==> config.mk <==
export PLATFORM = sky130hd
export DESIGN_NAME = water_fill_ctrl_flat
export DESIGN_NICKNAME = d
export VERILOG_FILES = /design/src/rtl/water_fill_ctrl_pkg.sv /design/src/rtl/water_fill_ctrl_if.sv /design/src/rtl/water_fill_ctrl_rise_edge.sv /design/src/rtl/water_fill_ctrl.sv /design/src/flat_wrapper.sv
export SDC_FILE = /design/constraint.sdc
export NUM_CORES = 1
export LEC_CHECK = 0
export ABC_AREA = 0
export CAP_MARGIN = 20
export CORE_MARGIN = 5
export CORE_UTILIZATION = 55
export CTS_CLUSTER_SIZE = 12
export DETAILED_ROUTE_END_ITERATION = 8
export PLACE_DENSITY = 0.92
export SETUP_SLACK_MARGIN = 0.2
export SYNTH_ARGS = -nofsm -noshare
export SYNTH_HDL_FRONTEND = slang
export SYNTH_SLANG_ARGS = --single-unit
==> constraint.sdc <==
create_clock -name clk -period 5.4 [get_ports clk]
set_input_delay 1.08 -clock clk [delete_from_list [all_inputs] [get_ports clk]]
set_output_delay 1.08 -clock clk [all_outputs]
set_load 0.02 [all_outputs]
==> src/rtl/water_fill_ctrl_pkg.sv <==
// Shared washer definitions: FSM state codes, default level and timeouts.
// The wash sequencer imports the same constants so both blocks agree.
package washer_pkg;

  localparam int STATE_W    = 3;
  localparam int LVL_W_C    = 4;
  localparam int LVL_MIN_C  = 2;
  localparam int LVL_MAX_C  = 5;
  localparam int LVL_DEF_C  = 2;
  localparam int FILL_TO_C  = 600;
  localparam int DRAIN_TO_C = 400;

  typedef enum logic [STATE_W-1:0] {
    IDLE  = 3'd0,
    FILL  = 3'd1,
    HOLD  = 3'd2,
    DRAIN = 3'd3,
    FAULT = 3'd4
  } state_e;

  // Larger of two integers, used to size the shared timeout timer.
  function automatic int max_int(input int a, input int b);
    return (a > b) ? a : b;
  endfunction

endpackage

==> src/rtl/water_fill_ctrl_if.sv <==
// Signal bundle between front panel / sensor side and the fill controller.
// There is no valid/ready handshake here: every input is a synchronised
// level sampled each clock, except drain_req and tick which are one-cycle
// strobes; every output is a registered level, except fill_done which is a
// one-cycle registered pulse.
interface water_fill_ctrl_if
  import washer_pkg::*;
#(
  parameter int LVL_W = LVL_W_C
);
  logic               power_on;
  logic               start;
  logic               sel_btn;
  logic               drain_req;
  logic               tick;
  logic [LVL_W-1:0]   level_meas;
  logic [LVL_W-1:0]   level_sel;
  logic               valve_in;
  logic               valve_out;
  logic               fill_done;
  logic               fault;
  logic [STATE_W-1:0] state;

  // Front panel, sensor and timebase side.
  modport master (
    output power_on, start, sel_btn, drain_req, tick, level_meas,
    input  level_sel, valve_in, valve_out, fill_done, fault, state
  );

  // Fill controller side.
  modport slave (
    input  power_on, start, sel_btn, drain_req, tick, level_meas,
    output level_sel, valve_in, valve_out, fill_done, fault, state
  );
endinterface

==> src/rtl/water_fill_ctrl_rise_edge.sv <==
// One-flop rising-edge detector; the output is combinational from the
// current input and the registered previous value.
module rise_edge (
  input  logic clk,
  input  logic reset,
  input  logic sig_i,
  output logic rise_o
);
  logic prev_q;

  // Remember last cycle's value of the input.
  always_ff @(posedge clk) begin
    if (!reset) prev_q <= 1'b0;
    else        prev_q <= sig_i;
  end

  assign rise_o = sig_i & ~prev_q;
endmodule

==> src/rtl/water_fill_ctrl.sv <==
// Water-level selector and fill/hold/drain sequencer with timeout fault.
// Power-off acts like a reset for everything except the edge detectors.
module water_fill_ctrl
  import washer_pkg::*;
#(
  parameter int LVL_W    = LVL_W_C,
  parameter int LVL_MIN  = LVL_MIN_C,
  parameter int LVL_MAX  = LVL_MAX_C,
  parameter int LVL_DEF  = LVL_DEF_C,
  parameter int FILL_TO  = FILL_TO_C,
  parameter int DRAIN_TO = DRAIN_TO_C
) (
  input logic               clk,
  input logic               reset,
  water_fill_ctrl_if.slave  bus
);

  localparam int TW = $clog2(max_int(FILL_TO, DRAIN_TO) + 1);

  localparam logic [TW-1:0]    TIMER_MAX  = TW'(max_int(FILL_TO, DRAIN_TO));
  localparam logic [TW-1:0]    FILL_TO_T  = TW'(FILL_TO);
  localparam logic [TW-1:0]    DRAIN_TO_T = TW'(DRAIN_TO);
  localparam logic [LVL_W-1:0] LVL_MIN_T  = LVL_W'(LVL_MIN);
  localparam logic [LVL_W-1:0] LVL_MAX_T  = LVL_W'(LVL_MAX);
  localparam logic [LVL_W-1:0] LVL_DEF_T  = LVL_W'(LVL_DEF);

  // Reject level parameters that cannot be represented or ordered.
  if (!((LVL_MIN <= LVL_DEF) && (LVL_DEF <= LVL_MAX) &&
        (LVL_MAX < (2 ** LVL_W)))) begin : g_bad_levels
    $error("water_fill_ctrl: level parameters out of order or range");
  end

  state_e           state_q, state_d;
  logic [LVL_W-1:0] level_sel_q, level_sel_d;
  logic [TW-1:0]    timer_q, timer_d;
  logic             valve_in_q, valve_in_d;
  logic             valve_out_q, valve_out_d;
  logic             fill_done_q, fill_done_d;
  logic             fault_q, fault_d;

  logic             sel_rise;
  logic             start_rise;
  logic [TW-1:0]    timer_inc;
  logic [LVL_W-1:0] level_next;

  rise_edge u_sel_edge (
    .clk    (clk),
    .reset  (reset),
    .sig_i  (bus.sel_btn),
    .rise_o (sel_rise)
  );

  rise_edge u_start_edge (
    .clk    (clk),
    .reset  (reset),
    .sig_i  (bus.start),
    .rise_o (start_rise)
  );

  // Saturating timer step and wrapping level step.
  assign timer_inc  = (timer_q == TIMER_MAX) ? timer_q : timer_q + 1'b1;
  assign level_next = (level_sel_q >= LVL_MAX_T) ? LVL_MIN_T
                                                  : level_sel_q + 1'b1;

  // Next state, level, timer and registered-output values.
  always_comb begin
    state_d     = state_q;
    level_sel_d = level_sel_q;
    timer_d     = timer_q;
    fill_done_d = 1'b0;

    if (!bus.power_on) begin
      state_d     = IDLE;
      level_sel_d = LVL_DEF_T;
      timer_d     = '0;
    end else begin
      case (state_q)
        IDLE: begin
          // A start edge beats a simultaneous select edge.
          if (start_rise) begin
            state_d = FILL;
            timer_d = '0;
          end else if (sel_rise && !bus.start) begin
            level_sel_d = level_next;
          end
        end
        FILL: begin
          // Reaching the level beats a timeout in the same cycle.
          if (bus.level_meas >= level_sel_q) begin
            state_d     = HOLD;
            fill_done_d = 1'b1;
          end else if (bus.tick) begin
            timer_d = timer_inc;
            if (timer_inc >= FILL_TO_T) state_d = FAULT;
          end
        end
        HOLD: begin
          if (bus.drain_req) begin
            state_d = DRAIN;
            timer_d = '0;
          end
        end
        DRAIN: begin
          if (bus.level_meas == '0) begin
            state_d     = IDLE;
            level_sel_d = LVL_DEF_T;
          end else if (bus.tick) begin
            timer_d = timer_inc;
            if (timer_inc >= DRAIN_TO_T) state_d = FAULT;
          end
        end
        FAULT: begin
          state_d = FAULT;
        end
        default: begin
          state_d = IDLE;
          timer_d = '0;
        end
      endcase
    end

    // Outputs follow the next state so they are registered alongside it;
    // the two valves are decoded from distinct states and cannot overlap.
    valve_in_d  = (state_d == FILL);
    valve_out_d = (state_d == DRAIN);
    fault_d     = (state_d == FAULT);
  end

  // State and output registers.
  always_ff @(posedge clk) begin
    if (!reset) begin
      state_q     <= IDLE;
      level_sel_q <= LVL_DEF_T;
      timer_q     <= '0;
      valve_in_q  <= 1'b0;
      valve_out_q <= 1'b0;
      fill_done_q <= 1'b0;
      fault_q     <= 1'b0;
    end else begin
      state_q     <= state_d;
      level_sel_q <= level_sel_d;
      timer_q     <= timer_d;
      valve_in_q  <= valve_in_d;
      valve_out_q <= valve_out_d;
      fill_done_q <= fill_done_d;
      fault_q     <= fault_d;
    end
  end

  assign bus.level_sel = level_sel_q;
  assign bus.valve_in  = valve_in_q;
  assign bus.valve_out = valve_out_q;
  assign bus.fill_done = fill_done_q;
  assign bus.fault     = fault_q;
  assign bus.state     = state_q;

endmodule
==> src/flat_wrapper.sv <==
// flat-port wrapper written by rule: the top's interface ports become plain ports
module water_fill_ctrl_flat import washer_pkg::*;
#(
  parameter int LVL_W    = LVL_W_C,
  parameter int LVL_MIN  = LVL_MIN_C,
  parameter int LVL_MAX  = LVL_MAX_C,
  parameter int LVL_DEF  = LVL_DEF_C,
  parameter int FILL_TO  = FILL_TO_C,
  parameter int DRAIN_TO = DRAIN_TO_C
)
  (clk, reset, bus_power_on, bus_start, bus_sel_btn, bus_drain_req, bus_tick, bus_level_meas, bus_level_sel, bus_valve_in, bus_valve_out, bus_fill_done, bus_fault, bus_state);
  water_fill_ctrl_if #(.LVL_W(LVL_W)) bus_i ();
  input logic clk;
  input logic reset;
  input wire logic [$bits(bus_i.power_on)-1:0] bus_power_on;
  input wire logic [$bits(bus_i.start)-1:0] bus_start;
  input wire logic [$bits(bus_i.sel_btn)-1:0] bus_sel_btn;
  input wire logic [$bits(bus_i.drain_req)-1:0] bus_drain_req;
  input wire logic [$bits(bus_i.tick)-1:0] bus_tick;
  input wire logic [$bits(bus_i.level_meas)-1:0] bus_level_meas;
  output wire logic [$bits(bus_i.level_sel)-1:0] bus_level_sel;
  output wire logic [$bits(bus_i.valve_in)-1:0] bus_valve_in;
  output wire logic [$bits(bus_i.valve_out)-1:0] bus_valve_out;
  output wire logic [$bits(bus_i.fill_done)-1:0] bus_fill_done;
  output wire logic [$bits(bus_i.fault)-1:0] bus_fault;
  output wire logic [$bits(bus_i.state)-1:0] bus_state;
  assign bus_i.power_on = bus_power_on;
  assign bus_i.start = bus_start;
  assign bus_i.sel_btn = bus_sel_btn;
  assign bus_i.drain_req = bus_drain_req;
  assign bus_i.tick = bus_tick;
  assign bus_i.level_meas = bus_level_meas;
  assign bus_level_sel = bus_i.level_sel;
  assign bus_valve_in = bus_i.valve_in;
  assign bus_valve_out = bus_i.valve_out;
  assign bus_fill_done = bus_i.fill_done;
  assign bus_fault = bus_i.fault;
  assign bus_state = bus_i.state;
  water_fill_ctrl #(.LVL_W(LVL_W), .LVL_MIN(LVL_MIN), .LVL_MAX(LVL_MAX), .LVL_DEF(LVL_DEF), .FILL_TO(FILL_TO), .DRAIN_TO(DRAIN_TO)) u_core (.clk(clk), .reset(reset), .bus(bus_i));
endmodule
---- After elaboration in Yosys (flattened, before gate mapping) ----
Cells that the tools add are included.
cells by class
  equal/unequal tests ..................... 15
  bitwise operators ....................... 5
  muxes and demuxes ....................... 23
  order comparisons ....................... 4
  add/subtract/negate cells ............... 2
  reduce and logical (&&, ||, !) cells .... 9
operator list
  cell                     count
  $mux W10                 6
  $pmux W10 S5             1
  $mux W3                  9
  $mux W4                  4
  $pmux W3 S5              1
  $add A10 B1 Y10 const B  1
  $eq A10 B10 Y1 const B   1
  $ge A10 B10 Y1 const B   1
  $ge A10 B9 Y1 const B    1
  $eq A3 B2 Y1 const B     3
  $ne A2 B2 Y1 const B     4
  $pmux W4 S2              1
  $eq A3 B1 Y1 const B     2
  $eq A3 B3 Y1 const B     2
  $ne A2 B1 Y1 const B     3
  $reduce_and A5 Y1        1
  $add A4 B1 Y4 const B    1
  $ge A4 B3 Y1 const B     1
  $ge A4 B4 Y1             1
  $logic_not A4 Y1         1
  $reduce_and A4 Y1        1
  $logic_not A3 Y1         1
  $not A1 Y1               3
  $reduce_and A3 Y1        1
  6 further kinds          7
storage, ports and cells
  register bits ........................... 23
  logic and storage cells ................. 67

---- Logic depth before layout (Yosys ltp) ----
  depth after elaboration ................. 9
  gate-level depth with buffers ........... 9

---- Hierarchy ----
A second synthesis with hierarchy kept.
unflattened totals
  cell total of the unflattened synthesis .. 187
  area total of the unflattened synthesis .. 1610.3 sq um
modules (own cells, without submodules)
  module           sequential area each (sq um)  instances  cells an instance  area an instance (sq um)
  water_fill_ctrl  420.4                         1          181                1530.2
  rise_edge        20.0                          2          3                  40.0

---- Least setup slack after synthesis ----
Ideal clock, no wire load.
  kind .................................... input port to flip-flop
  from .................................... in bus_level_meas[0]
  to ...................................... reg u_core.timer_q[2]
  buffers on the path ..................... 0
  required time ........................... 5.284 ns
  stages .................................. 8
  arrival ................................. 2.647 ns
  path slack .............................. 2.637 ns
  cell sequence ........................... inv_1 -> ha_1 -> nand2b_4 -> a2111oi_4 -> o311ai_2 -> a211oi_4 -> a211oi_1 -> a31o_1
on the way
  longest elaborated chain between the ends .. 3
  elaborated cells between the ends (all ways) .. 5
  classes of those cells .................. order compare: 1; eq/ne: 2; reduce/logical: 2
ends and longest elaborated chain
  item                                              RTL line                                       text
  from (decl)                                       flat_wrapper.sv:20                             input wire logic [$bits(bus_i.level_meas)-1:0] bus_level_meas;
  $ge A4 B4 Y1 or $logic_not A4 Y1 (tied branches)  water_fill_ctrl.sv:89, water_fill_ctrl.sv:104
  $ne A2 B2 Y1 (no source line)                     --
  $reduce_and A5 Y1 (no source line) *              --
  to (signal assigned)                              water_fill_ctrl.sv:142                         timer_q <= timer_d;
  to (decl)                                         water_fill_ctrl.sv:35                          logic [TW-1:0] timer_q, timer_d;
Every way passes the cells marked *; elsewhere a longest branch is shown, timed or not.
A chain may end at the register's enable or synchronous reset.

---- Worst setup path after layout ----
  from .................................... in bus_level_meas[0]
  to ...................................... reg u_core.timer_q[9]
The elaborated chain is that of the path after synthesis.

==> key figures <==
Hold path
  • Hold path startpoint: u_core.bus.level_sel[2]
  • HP Class: flip-flop to flip-flop

STA
  • Hold violation count in the final report: 0
  • Final-layout setup total negative slack: 0 ns
  • Transition time at the pin with the least slew margin: 1.129 ns
  • Layout Skew: approximately 0.0038 ns
  • Tightest slew margin relative to the limit: 0.2461
  • Final slew viol count: 0
  • Highest clock frequency the design can meet: ~300 MHz
  • Final clock period utilization by the worst path: 0.6129
  • Number of failing setup endpoints in the final timing report: 0
  • RSZ-0062 raised after global routing: no
  • Minimum clock period: between 3 and 4 ns

Cells and area
  • Layout fillers: ~240
  • Number of nets in the finished design: 231
  • Number of diodes added for antenna fixing: 0
  • Layout cells sized above 1: 0.08571
  • Layout area overhead: 11.10%
  • Final Cell Area: between 1500 and 2000 sq um

Critical path
  • Slowest CP cell: sky130_fd_sc_hd__o311ai_2
  • Series of cell instances along the critical path: clkdlybuf4s50_1 > inv_1 > ha_1 > nand2b_4 > a2111oi_4 > o311ai_2 > o21ai_0 > a311oi_1
  • Register-to-register setup slack: between 2 and 3 ns
  • Worst setup path category: input port to flip-flop
  • Critical Path End Type: flip-flop
  • Data required time of the worst path: 5.64 ns
  • Arrival @ worst endpoint: 3.55 ns
  • Launching point of the worst reg2reg path: u_core.bus.level_sel[2]
  • Critical path fanouts, max: 11
  • Kind of start point of the critical path: input port
  • Delay of the slowest cell on the worst path: approximately 0.9 ns
  • Launch point of the critical path: bus_level_meas[0]

Power
  • Worst-case vdd ir drop: 0.1375 mV
  • Power density over the cells: around 170 nW/um^2
  • Leak Pwr: around 0.63 nW

Routing
  • Drt pass-1 iters: 4
  • Routed wire length per instance: roughly 15 um
  • Routed met2 length: about 1700 um
  • Residual antenna-violating net count after detailed routing: 0
  • Total number of vias: ~1,500
  • Post-DR vias/cell: ~6.3
  • Met1 layer wirelength in the final routing: roughly 1600 um
  • Final wirelength: ~3600 um
  • DRC violations left: 0
  • Top Metal Used: met4
  • Routed met3 length: 291 um
  • DRC violation total after the first TritonRoute iteration: 113

GRT
  • Total global routing overflow: 0
  • Wire length of the first global-routing pass: approximately 6300 um
  • Antenna violations before repair: 0
  • Pin count of the biggest net entering global routing: 20
  • Global-route total usage across every layer: 0.1867
  • Vias in the first global route: 1,404

Logic synthesis
  • Distinct cell type count after synthesis: 52
  • Async S/R FF share, synth: 0
  • Sequential element share of the synthesized area: 0.2818
  • Synth Net Count: between 200 and 250
  • Dominant synthesized flop cell: sky130_fd_sc_hd__dfxtp_1
  • Synth warn: 0
  • Mapped Area: about 1600 sq um
  • Post-Synthesis Cells: about 200
  • Number of synthesized flops with an enable pin: 0
  • Count of state elements after synthesis: 23
  • Mean cell area of the mapped netlist: slightly above 8 sq um

Floorplanning
  • Starting Density: 0.5825
  • Total core area: 2805 sq um
  • # IOs: 22
  • Die boundary height: 64.51 um
  • DIE AREA: 4161 sq um
  • Die Wd: 64.51 um
  • Standard-cell row count: 19

Clock tree
  • Clock root cell: sky130_fd_sc_hd__clkbuf_4
  • Total of cells resized after clock tree synthesis: 0
  • Clock Latency Late Sink: between 0.3 and 0.4 ns
  • Longest Clk Path Bufs: 2
  • Clock transition at the register clock pins on the worst setup and hold paths after CTS: roughly 0.13 ns
  • CTS tree: done
  • Hold buffer count at cts: 0
  • Setup fix buffers added after clock tree synthesis: 0
  • TritonCTS Buffers: 3
  • Clock sinks: 23
  • CTS H-Tree Depth: 1

Outcome
  • Run status: finished clean

Flow run
  • Maximum capacitance violations: 0

Placed design
  • Number of port buffers: 21
  • Placed cell area: 1788 sq um
  • Placer congestion estimate: around 0.84
  • Post-detail-place hpwl: 2613 um
[where the power goes]
part	internal (mW)	switching, mW	total [mW]
Clock	0.0278	0.0566	0.0845
Combinational	0.0211	0.0252	0.0463
Sequential	0.172	0.00289	0.175
Total	0.221	0.0847	0.306
[worst max-delay path: cells and delay by family]
kind	cells	cell delay (ns)
AOI/OAI and AO/OA	4	1.56
buffers and inverters	2	0.51
adders and majority gates	1	0.26
and+or+nand+nor	1	0.12
[kinds of logic after synthesis]
group | Yosys count | share of synthesized area
AND/OR/NAND/NOR | 76 | 0.2565
AO/OA/AOI/OAI | 56 | 0.2604
buffers and inverters | 28 | 0.09035
flip-flops | 23 | 0.2818
adder cells (fa/ha/maj) | 9 | 0.06891
multiplexers | 4 | 0.02603
XOR/XNOR | 3 | 0.01608
[flip-flops by register name, summed over array words and instances (netlist names)]
signal                      count
u_core.timer_q                 10
u_core.bus.valve_out            1
u_core.bus.fault                1
u_core.bus.level_sel            4
u_core.u_sel_edge.prev_q        1
u_core.bus.valve_in             1
u_core.bus.state                3
u_core.bus.fill_done            1
u_core.u_start_edge.prev_q      1
[stage by stage]
stage | setup WS (ns) | hold WS [ns] | utilization | cells | power (mW)
3_3_place_gp | 1.839 | 0.4678 | 0.6374 | 237 | 0.2235
4_1_cts | 2.118 | 0.4910 | 0.6472 | 241 | 0.3072
5_1_grt | 1.957 | 0.5321 | 0.6472 | 241 | 0.3173
6_report | 2.090 | 0.4900 | 0.6472 | 241 | 0.3058
2_1_floorplan | 2.637 | 0.4772 | - | 199 | 0.2099
3_5_place_dp | 1.797 | 0.4723 | 0.6374 | 237 | 0.2244
[final timing paths]
path | depth (start not counted) | end
max | 8 | u_core.timer_q[9]
min | 2 | u_core.bus.level_sel[2]
max reg2reg | 7 | u_core.timer_q[9]
min reg2reg | 2 | u_core.bus.level_sel[2]
[layout by cell type (no fill, tap or decap), types with 2 or more instances in the layout]
master                            netlist  layout
sky130_fd_sc_hd__nand2b_1               2       2
sky130_fd_sc_hd__mux2i_1                2       2
sky130_fd_sc_hd__ha_1                   9       9
sky130_fd_sc_hd__nor4_1                 3       3
sky130_fd_sc_hd__mux2_2                 2       2
sky130_fd_sc_hd__xnor2_1                3       3
sky130_fd_sc_hd__o21ai_0                8       8
sky130_fd_sc_hd__or2_2                  3       3
sky130_fd_sc_hd__and2_1                 3       3
sky130_fd_sc_hd__and4_1                 2       2
sky130_fd_sc_hd__nand4_1                7       7
sky130_fd_sc_hd__o22ai_1                2       2
sky130_fd_sc_hd__dfxtp_1               23      23
sky130_fd_sc_hd__a21oi_1               15      15
sky130_fd_sc_hd__o21a_1                 4       4
sky130_fd_sc_hd__clkbuf_4               0       3
sky130_fd_sc_hd__nor3_1                 7       7
sky130_fd_sc_hd__nand3_1                9       9
sky130_fd_sc_hd__inv_1                 14      14
sky130_fd_sc_hd__clkdlybuf4s50_1        0      21
sky130_fd_sc_hd__a211oi_1               4       4
sky130_fd_sc_hd__a311oi_1               6       6
sky130_fd_sc_hd__nand2_1                8       8
sky130_fd_sc_hd__o31ai_1                2       2
sky130_fd_sc_hd__nor2_1                22      22
[per-layer routing]
metal | global-route usage | vias up
met3 | 0.03109 | 7
met5 | 0 | -
li1 | - | 757
met2 | 0.3003 | 66
met1 | 0.2458 | 694
met4 | 0.08443 | 0
[synthesized netlist by cell type (4+ instances only)]
| cell type | number | share of area |
|---|---|---|
| sky130_fd_sc_hd__a211oi_1 | 4 | 0.018 |
| sky130_fd_sc_hd__a21oi_1 | 15 | 0.046 |
| sky130_fd_sc_hd__a311oi_1 | 6 | 0.032 |
| sky130_fd_sc_hd__buf_2 | 7 | 0.021 |
| sky130_fd_sc_hd__dfxtp_1 | 23 | 0.28 |
| sky130_fd_sc_hd__ha_1 | 9 | 0.069 |
| sky130_fd_sc_hd__inv_1 | 14 | 0.032 |
| sky130_fd_sc_hd__nand2_1 | 8 | 0.018 |
| sky130_fd_sc_hd__nand3_1 | 9 | 0.028 |
| sky130_fd_sc_hd__nand4_1 | 7 | 0.027 |
| sky130_fd_sc_hd__nor2_1 | 22 | 0.051 |
| sky130_fd_sc_hd__nor3_1 | 7 | 0.021 |
| sky130_fd_sc_hd__o21a_1 | 4 | 0.018 |
| sky130_fd_sc_hd__o21ai_0 | 8 | 0.025 |
[final cells by class]
type	count	area (sq um)	share of cell area
Sequential cell	23	460.4	0.2536
Clock buffer	3	22.52	0.01241
Tap cell	31	38.79	0.02136
Inverter	14	52.55	0.02895
Multi-Input combinational cell	148	1026	0.5651
Timing Repair Buffer	21	210.2	0.1158
Clock inverter	1	5.005	0.002757
No activity file was read; power rests on OpenSTA's default activity.
